### config.mk
export PLATFORM = sky130hd
export DESIGN_NAME = pid_pwm_stage
export DESIGN_NICKNAME = d
export VERILOG_FILES = /design/src/rtl/pid_pwm_stage.sv
export SDC_FILE = /design/constraint.sdc
export NUM_CORES = 1
export LEC_CHECK = 0
export ABC_AREA = 0
export CAP_MARGIN = 15
export CORE_MARGIN = 3
export CORE_UTILIZATION = 35
export CTS_BUF_LIST = sky130_fd_sc_hd__clkbuf_16
export DETAILED_ROUTE_END_ITERATION = 12
export SYNTH_ARGS = -nofsm -noshare
export SYNTH_HDL_FRONTEND = slang
export SYNTH_SLANG_ARGS = --single-unit
### constraint.sdc
create_clock -name clk -period 6.7 [get_ports clk]
set_input_delay 1.675 -clock clk [delete_from_list [all_inputs] [get_ports clk]]
set_output_delay 1.675 -clock clk [all_outputs]
set_load 0.02 [all_outputs]
### src/rtl/pid_pwm_stage.sv
// PWM output stage for the PID loop: scales and clamps the control word into a
// shadowed duty register and drives a complementary gate pair with dead time.
module pid_pwm_stage #(
    parameter int PWM_BITS   = 10,
    parameter int FRAC_SHIFT = 16,
    parameter int DEAD       = 4,
    parameter int PERIOD_RST = 100
) (
    input  logic                clk,
    input  logic                arst,
    input  logic                srst,
    input  logic                en,
    input  logic signed [31:0]  control,
    input  logic [PWM_BITS-1:0] period,
    output logic                pwm_hi,
    output logic                pwm_lo,
    output logic [PWM_BITS-1:0] duty,
    output logic                sat_hi,
    output logic                sat_lo,
    output logic                period_tick
);
    localparam int                  DT_W    = (DEAD > 1) ? $clog2(DEAD) : 1;
    localparam logic [DT_W-1:0]     DT_LAST = DT_W'((DEAD > 0) ? DEAD - 1 : 0);
    localparam logic [DT_W-1:0]     DT_ONE  = DT_W'(1);
    localparam logic [PWM_BITS-1:0] P_MIN   = PWM_BITS'(2);
    localparam logic [PWM_BITS-1:0] P_ONE   = PWM_BITS'(1);

    typedef enum logic [1:0] {LO, DT_HI, HI, DT_LO} state_t;

    logic [PWM_BITS-1:0] cnt, period_sh, pe, pe_next;
    logic signed [31:0]  d_val, pe_next_s;
    logic                load, raw;
    state_t              state, state_nx;
    logic [DT_W-1:0]     dt_cnt, dt_nx;
    logic                arm, arm_nx;

    assign pe          = (period_sh < P_MIN) ? P_MIN : period_sh;
    assign pe_next     = (period < P_MIN) ? P_MIN : period;
    assign pe_next_s   = signed'(32'(pe_next));
    assign d_val       = control >>> FRAC_SHIFT;
    assign load        = en && (cnt == pe - P_ONE);
    assign raw         = (cnt < duty);
    assign period_tick = load;
    assign pwm_hi      = (state == HI);
    assign pwm_lo      = (state == LO);

    // NOTE: every state register is written with <= so all flops sample together.
    always_ff @(posedge clk or negedge arst) begin
        if (!arst) begin
            cnt       <= '0;
            duty      <= '0;
            sat_hi    <= 1'b0;
            sat_lo    <= 1'b0;
            period_sh <= PWM_BITS'(PERIOD_RST);
            state     <= DT_LO;
            dt_cnt    <= '0;
            arm       <= 1'b1;
        end else if (!srst) begin
            cnt       <= '0;
            duty      <= '0;
            sat_hi    <= 1'b0;
            sat_lo    <= 1'b0;
            period_sh <= PWM_BITS'(PERIOD_RST);
            state     <= DT_LO;
            dt_cnt    <= '0;
            arm       <= 1'b1;
        end else begin
            state  <= state_nx;
            dt_cnt <= dt_nx;
            arm    <= arm_nx;
            if (en) cnt <= load ? '0 : cnt + P_ONE;
            if (load) begin
                period_sh <= period;
                if (d_val < 0) begin
                    duty   <= '0;
                    sat_hi <= 1'b0;
                    sat_lo <= 1'b1;
                end else if (d_val > pe_next_s) begin
                    duty   <= pe_next;
                    sat_hi <= 1'b1;
                    sat_lo <= 1'b0;
                end else begin
                    duty   <= d_val[PWM_BITS-1:0];
                    sat_hi <= 1'b0;
                    sat_lo <= 1'b0;
                end
            end
        end
    end

    // arm marks a DT_LO entered from reset or disable: it always serves the full
    // dead time before either side may rise, instead of aborting back to HI.
    // NOTE: defaults first, so no path through this block can infer a latch.
    always_comb begin
        state_nx = state;
        dt_nx    = dt_cnt;
        arm_nx   = arm;
        if (!en) begin
            state_nx = DT_LO;
            dt_nx    = '0;
            arm_nx   = 1'b1;
        end else begin
            case (state)
                LO: if (raw) begin
                    state_nx = (DEAD == 0) ? HI : DT_HI;
                    dt_nx    = '0;
                end
                DT_HI: begin
                    if (!raw)                   state_nx = LO;
                    else if (dt_cnt == DT_LAST) state_nx = HI;
                    else                        dt_nx    = dt_cnt + DT_ONE;
                end
                HI: if (!raw) begin
                    state_nx = (DEAD == 0) ? LO : DT_LO;
                    dt_nx    = '0;
                end
                DT_LO: begin
                    if (arm) begin
                        if (dt_cnt == DT_LAST) begin
                            state_nx = raw ? HI : LO;
                            arm_nx   = 1'b0;
                        end else begin
                            dt_nx = dt_cnt + DT_ONE;
                        end
                    end else if (raw)           state_nx = HI;
                    else if (dt_cnt == DT_LAST) state_nx = LO;
                    else                        dt_nx    = dt_cnt + DT_ONE;
                end
                default: begin
                    state_nx = DT_LO;
                    dt_nx    = '0;
                    arm_nx   = 1'b1;
                end
            endcase
        end
    end
endmodule
## Word level (Yosys, flattened, before mapping)

Index checks and enable logic that the tools add are counted.
Widths: inputs -> output; s select.

- Reductions and logical operators: 4
- Magnitude comparators: 5
- Equality and inequality tests: 15
- $add $sub $neg: 3
- Mux-type cells: 44

Operators with widths:

| operator | number |
|---|---|
| $mux 10 | 11 |
| $mux 2 | 19 |
| $lt 10x2->1 const B | 2 |
| $ne 5x5->1 const B | 4 |
| $gt 16x11->1 | 1 |
| $lt 16x1->1 const B | 1 |
| $pmux 2 s4 | 2 |
| $mux 1 | 12 |
| $add 10x1->10 const B | 1 |
| $eq 10x10->1 | 1 |
| $lt 10x10->1 | 1 |
| $sub 10x1->10 const B | 1 |
| $ne 4x4->1 const B | 2 |
| $eq 2x2->1 const B | 3 |
| $reduce_and 5->1 | 1 |
| $ne 2x1->1 const B | 2 |
| $ne 4x3->1 const B | 1 |
| $reduce_and 4->1 | 1 |
| $ne 3x2->1 const B | 1 |
| $add 2x1->2 const B | 1 |
| $eq 2x1->1 const B | 1 |
| $logic_not 2->1 | 1 |
| $logic_and 1x1->1 | 1 |

- Output and inout bits: 15
- Input port bits: 46
- Bits in registers: 37
- Word-level logic and storage cells: 79

## Longest topological paths before layout

- Word-level depth: 8
- Gate-level depth with buffers: 13
- Mapped depth without buffers: 10

## Worst setup path after synthesis

OpenSTA, ideal clock, no wires.

- Path type: register to output
- From: register period_sh[4]
- To: output period_tick
- Arrival time: 3355 ps
- Cell stages (with the launch flop): 11
- Data required time: 5025 ps
- Path buffers: 1
- Slack: 1670 ps
- Cells stage by stage: dfrtp_1 > or4_1 > buf_2 > o31ai_1 > ha_1 > inv_1 > or4b_2 > o31ai_1 > a21bo_4 > or3_1 > inv_1

- Word-level cells in the longest chain between the ends: 5

Ends and longest elaborated chain:

| item | line | source |
|---|---|---|
| start: declaration | 30 | `logic [PWM_BITS-1:0] cnt, period_sh, pe, pe_next;` |
| start signal: assignment | 54 | `period_sh <= PWM_BITS'(PERIOD_RST);` |
| start signal: assignment | 63 | `period_sh <= PWM_BITS'(PERIOD_RST);` |
| start signal: assignment | 73 | `period_sh <= period;` |
| $lt 10x2->1 | 37 | `assign pe = (period_sh < P_MIN) ? P_MIN : period_sh;` |
| $mux 10 (*) | 37 |  |
| $sub 10x1->10 (*) | 41 | `assign load = en && (cnt == pe - P_ONE);` |
| $eq 10x10->1 (*) | 41 |  |
| $logic_and 1x1->1 (*) | 41 |  |
| end: declaration | 20 | `output logic period_tick` |

Every way passes the cells marked *; elsewhere a longest branch is shown, timed or not.

## Final worst setup path

- From: register period_sh[3]
- To: output period_tick

The elaborated chain is that of the path after synthesis.

==> qor.yml <==
status: "complete, no violations"
postRouteAntennaNets: 0
die_w_um: 95.49
synthFlopType: "dfrtp_1"
cp-start-kind: "flip-flop"
ios: 61
top_layer: "met4"
final.period_utilization_pct: 92.28
vias_per_cell: 5.319
cts_sinks: 37
ctsRootBufferMaster: "clkbuf_16"
synth_area_leader_cell: "dfrtp_1"
via_count: 2383
ys_seq_area_share_pct: 33.30
syn-num-nets: 373
wl_met2_um: 3525
cts-resized-gates: 0
cts_tree: "done"
clk_latency_ns: 0.28
grt_pass1_vias: 2408
hold_path_class: "reg -> reg"
place_ws_ns: 0.8284
wl_met1_um: 3389
wire_per_inst_um: 15.93
drive_gt1_share_pct: 10.40
cts_htree_levels: 2
syn_area_per_cell_um2: 9.189
setup_violations: 0
fin_nets: 413
p_per_area_nw_per_um2: 160.7
ir_drop_mv: 0.08618
final_cell_mix: "clkdlybuf4s50_1 (43), nand2_1 (36), dfrtp_1 (31)"
max_clock_freq_mhz: 161.7
cp.arrival_ns: 4.51
clockBufferDepth: 2
ys_types: 52
syn_inst: 305
crit_fanout: 10
fill_cells: 751
cp-end-kind: "output pin"
gp_congestion: 0.8127
p_int_w: 0.0004289
area_growth_pct: 24.33
synth_warnings: 0
fin_worst_skew_ns: 0.004102
syn-cell-area_um2: 2803
worst_slew_pin_slew_ns: 0.9573
postSynth.asyncResetShare_pct: 100.0
finalCriticalPeriod_ns: 6.183
relSlewSlack_pct: 35.98
synth_edf_count: 0
drv_slew: 0
cts_made_buffers: 5
met3_length_um: 209
drv_cap: 0
switching_share_pct: 23.40
grt_pass1_wl_um: 11920
drt_pre_antenna_iters: 4
dieArea_um2: 9117
antenna_found_initial: 0
dpl.hpwl_um: 5512
core_um2: 7767
diodes: 0
start_util_pct: 36.08
layout_commonest_cell: "clkdlybuf4s50_1"
grt_setup_unrepaired: "false"
worstSetupPathType: "reg -> out"
p_seq_share_pct: 40.9
die_h_um: 95.49
p_comb_share_pct: 11.1
rows: 32
post-cts-setup-buffer-count: 0
port_buffers: 44
layout_setup_ws_ns: 0.5175
p_sw_w: 0.0001310
finalSetupTns_ns: 0
synthTopCellsByArea: "dfrtp_1 (28%), ha_1 (9.8%), mux2i_1 (6.4%), dfstp_2 (5.6%), nand2_1 (4.8%)"
grt-ovfl-total: 0
leakage_nw: 1.406
power_frac_clock_pct: 48.0
grt_max_degree: 38
drt_wl_total_um: 7135
required_ns: 5.03
grt_use_total_pct: 16.63
yosysTopAreaCellShare_pct: 27.68
path_clk_slew_ns: 0.06
route.detailed.drc: 0
hold_buffers: 0
ys_ff_latch: 37
hold_viol_final: 0
drt_iter0_drc: 89
## cells in the mapped netlist, types with 8 or more instances
cell type	number
ha_1	22
nand2_1	36
xnor2_1	10
dfrtp_1	31
xor2_1	11
nand4_1	13
inv_1	26
nor2_1	17
nor3_1	11
o2bb2ai_2	8
o21ai_0	8
mux2i_1	18
a21oi_1	8
## area by class of cell
cell class                 instances  area, µm²  area share [%]
multi-input combinational        228       1705           48.94
sequential                        37      933.4           26.79
timing repair buffer              46      450.4           12.93
clock inverter                     3      41.29           1.185
clock buffer                       5      125.1           3.591
tap                              102      127.6           3.662
inverter                          27      101.3           2.908
## final timing paths
check / slack [ns] / to / cells after the start / from
worst max-delay path: 0.52 / period_tick / 10 / period_sh[3]
worst min-delay path: 0.46 / arm / 2 / arm
worst max register to register: 2.61 / period_sh[7] / 10 / period_sh[3]
worst min register to register: 0.46 / arm / 2 / arm
max in group asynchronous: 4.65 / period_sh[3] / 1 / arst
min in group asynchronous: 1.50 / dt_cnt[0] / 1 / arst
## flip-flops by register name (all words and copies together) (netlist names)
signal,count
sat_lo,1
duty,10
dt_cnt,2
period_sh,10
sat_hi,1
arm,1
state,2
cnt,10
## power groups by stage
stage / logic, W / registers [W] / clock network, W
3_5_place_dp: 0.0000629 / 0.000233 / 0
6_report: 0.0000623 / 0.000229 / 0.000269
3_3_place_gp: 0.0000617 / 0.000232 / 0
5_1_grt: 0.0000702 / 0.000229 / 0.000281
4_1_cts: 0.0000632 / 0.000229 / 0.000272
2_1_floorplan: 0.0000298 / 0.000231 / 0
## metrics by stage
step                power [W]  instances  hold WS (ns)  cell area (µm²)  util [%]
floorplan           0.0002605        305        0.4392             2803         -
global placement    0.0002942        440        0.4516             3318     42.72
detailed placement  0.0002956        440        0.4529             3318     42.72
CTS                 0.0005642        448        0.4633             3485     44.86
global route        0.0005800        448        0.4920             3485     44.86
finish              0.0005599        448        0.4602             3485     44.86
## layer usage
metal / global-route usage (%) / up-vias
li1: - / 1177
met4: 2.488 / 0
met3: 2.368 / 2
met2: 29.21 / 53
met5: 0 / -
met1: 22.12 / 1151
## critical path, stage by stage, from the launching register on
cell and delay [ns]:
dfrtp_1 0.44, or4_1 0.66, o31ai_1 0.56, ha_1 0.28
inv_1 0.11, or4b_2 0.67, o31ai_1 0.12, a21bo_4 0.29
or3_1 0.41, inv_1 0.08, clkdlybuf4s50_1 0.59
## cells by family after synthesis
family	after synthesis	share of synthesized area, %
AOI/OAI and AO/OA	55	17.06
xor gates and xnor gates	21	6.562
adders and majority gates	22	9.821
buffers and inverters	40	6.026
DFF	37	33.30
muxes	19	6.830
and+or+nand+nor	111	20.40
Power figures use the tool's default switching activity.
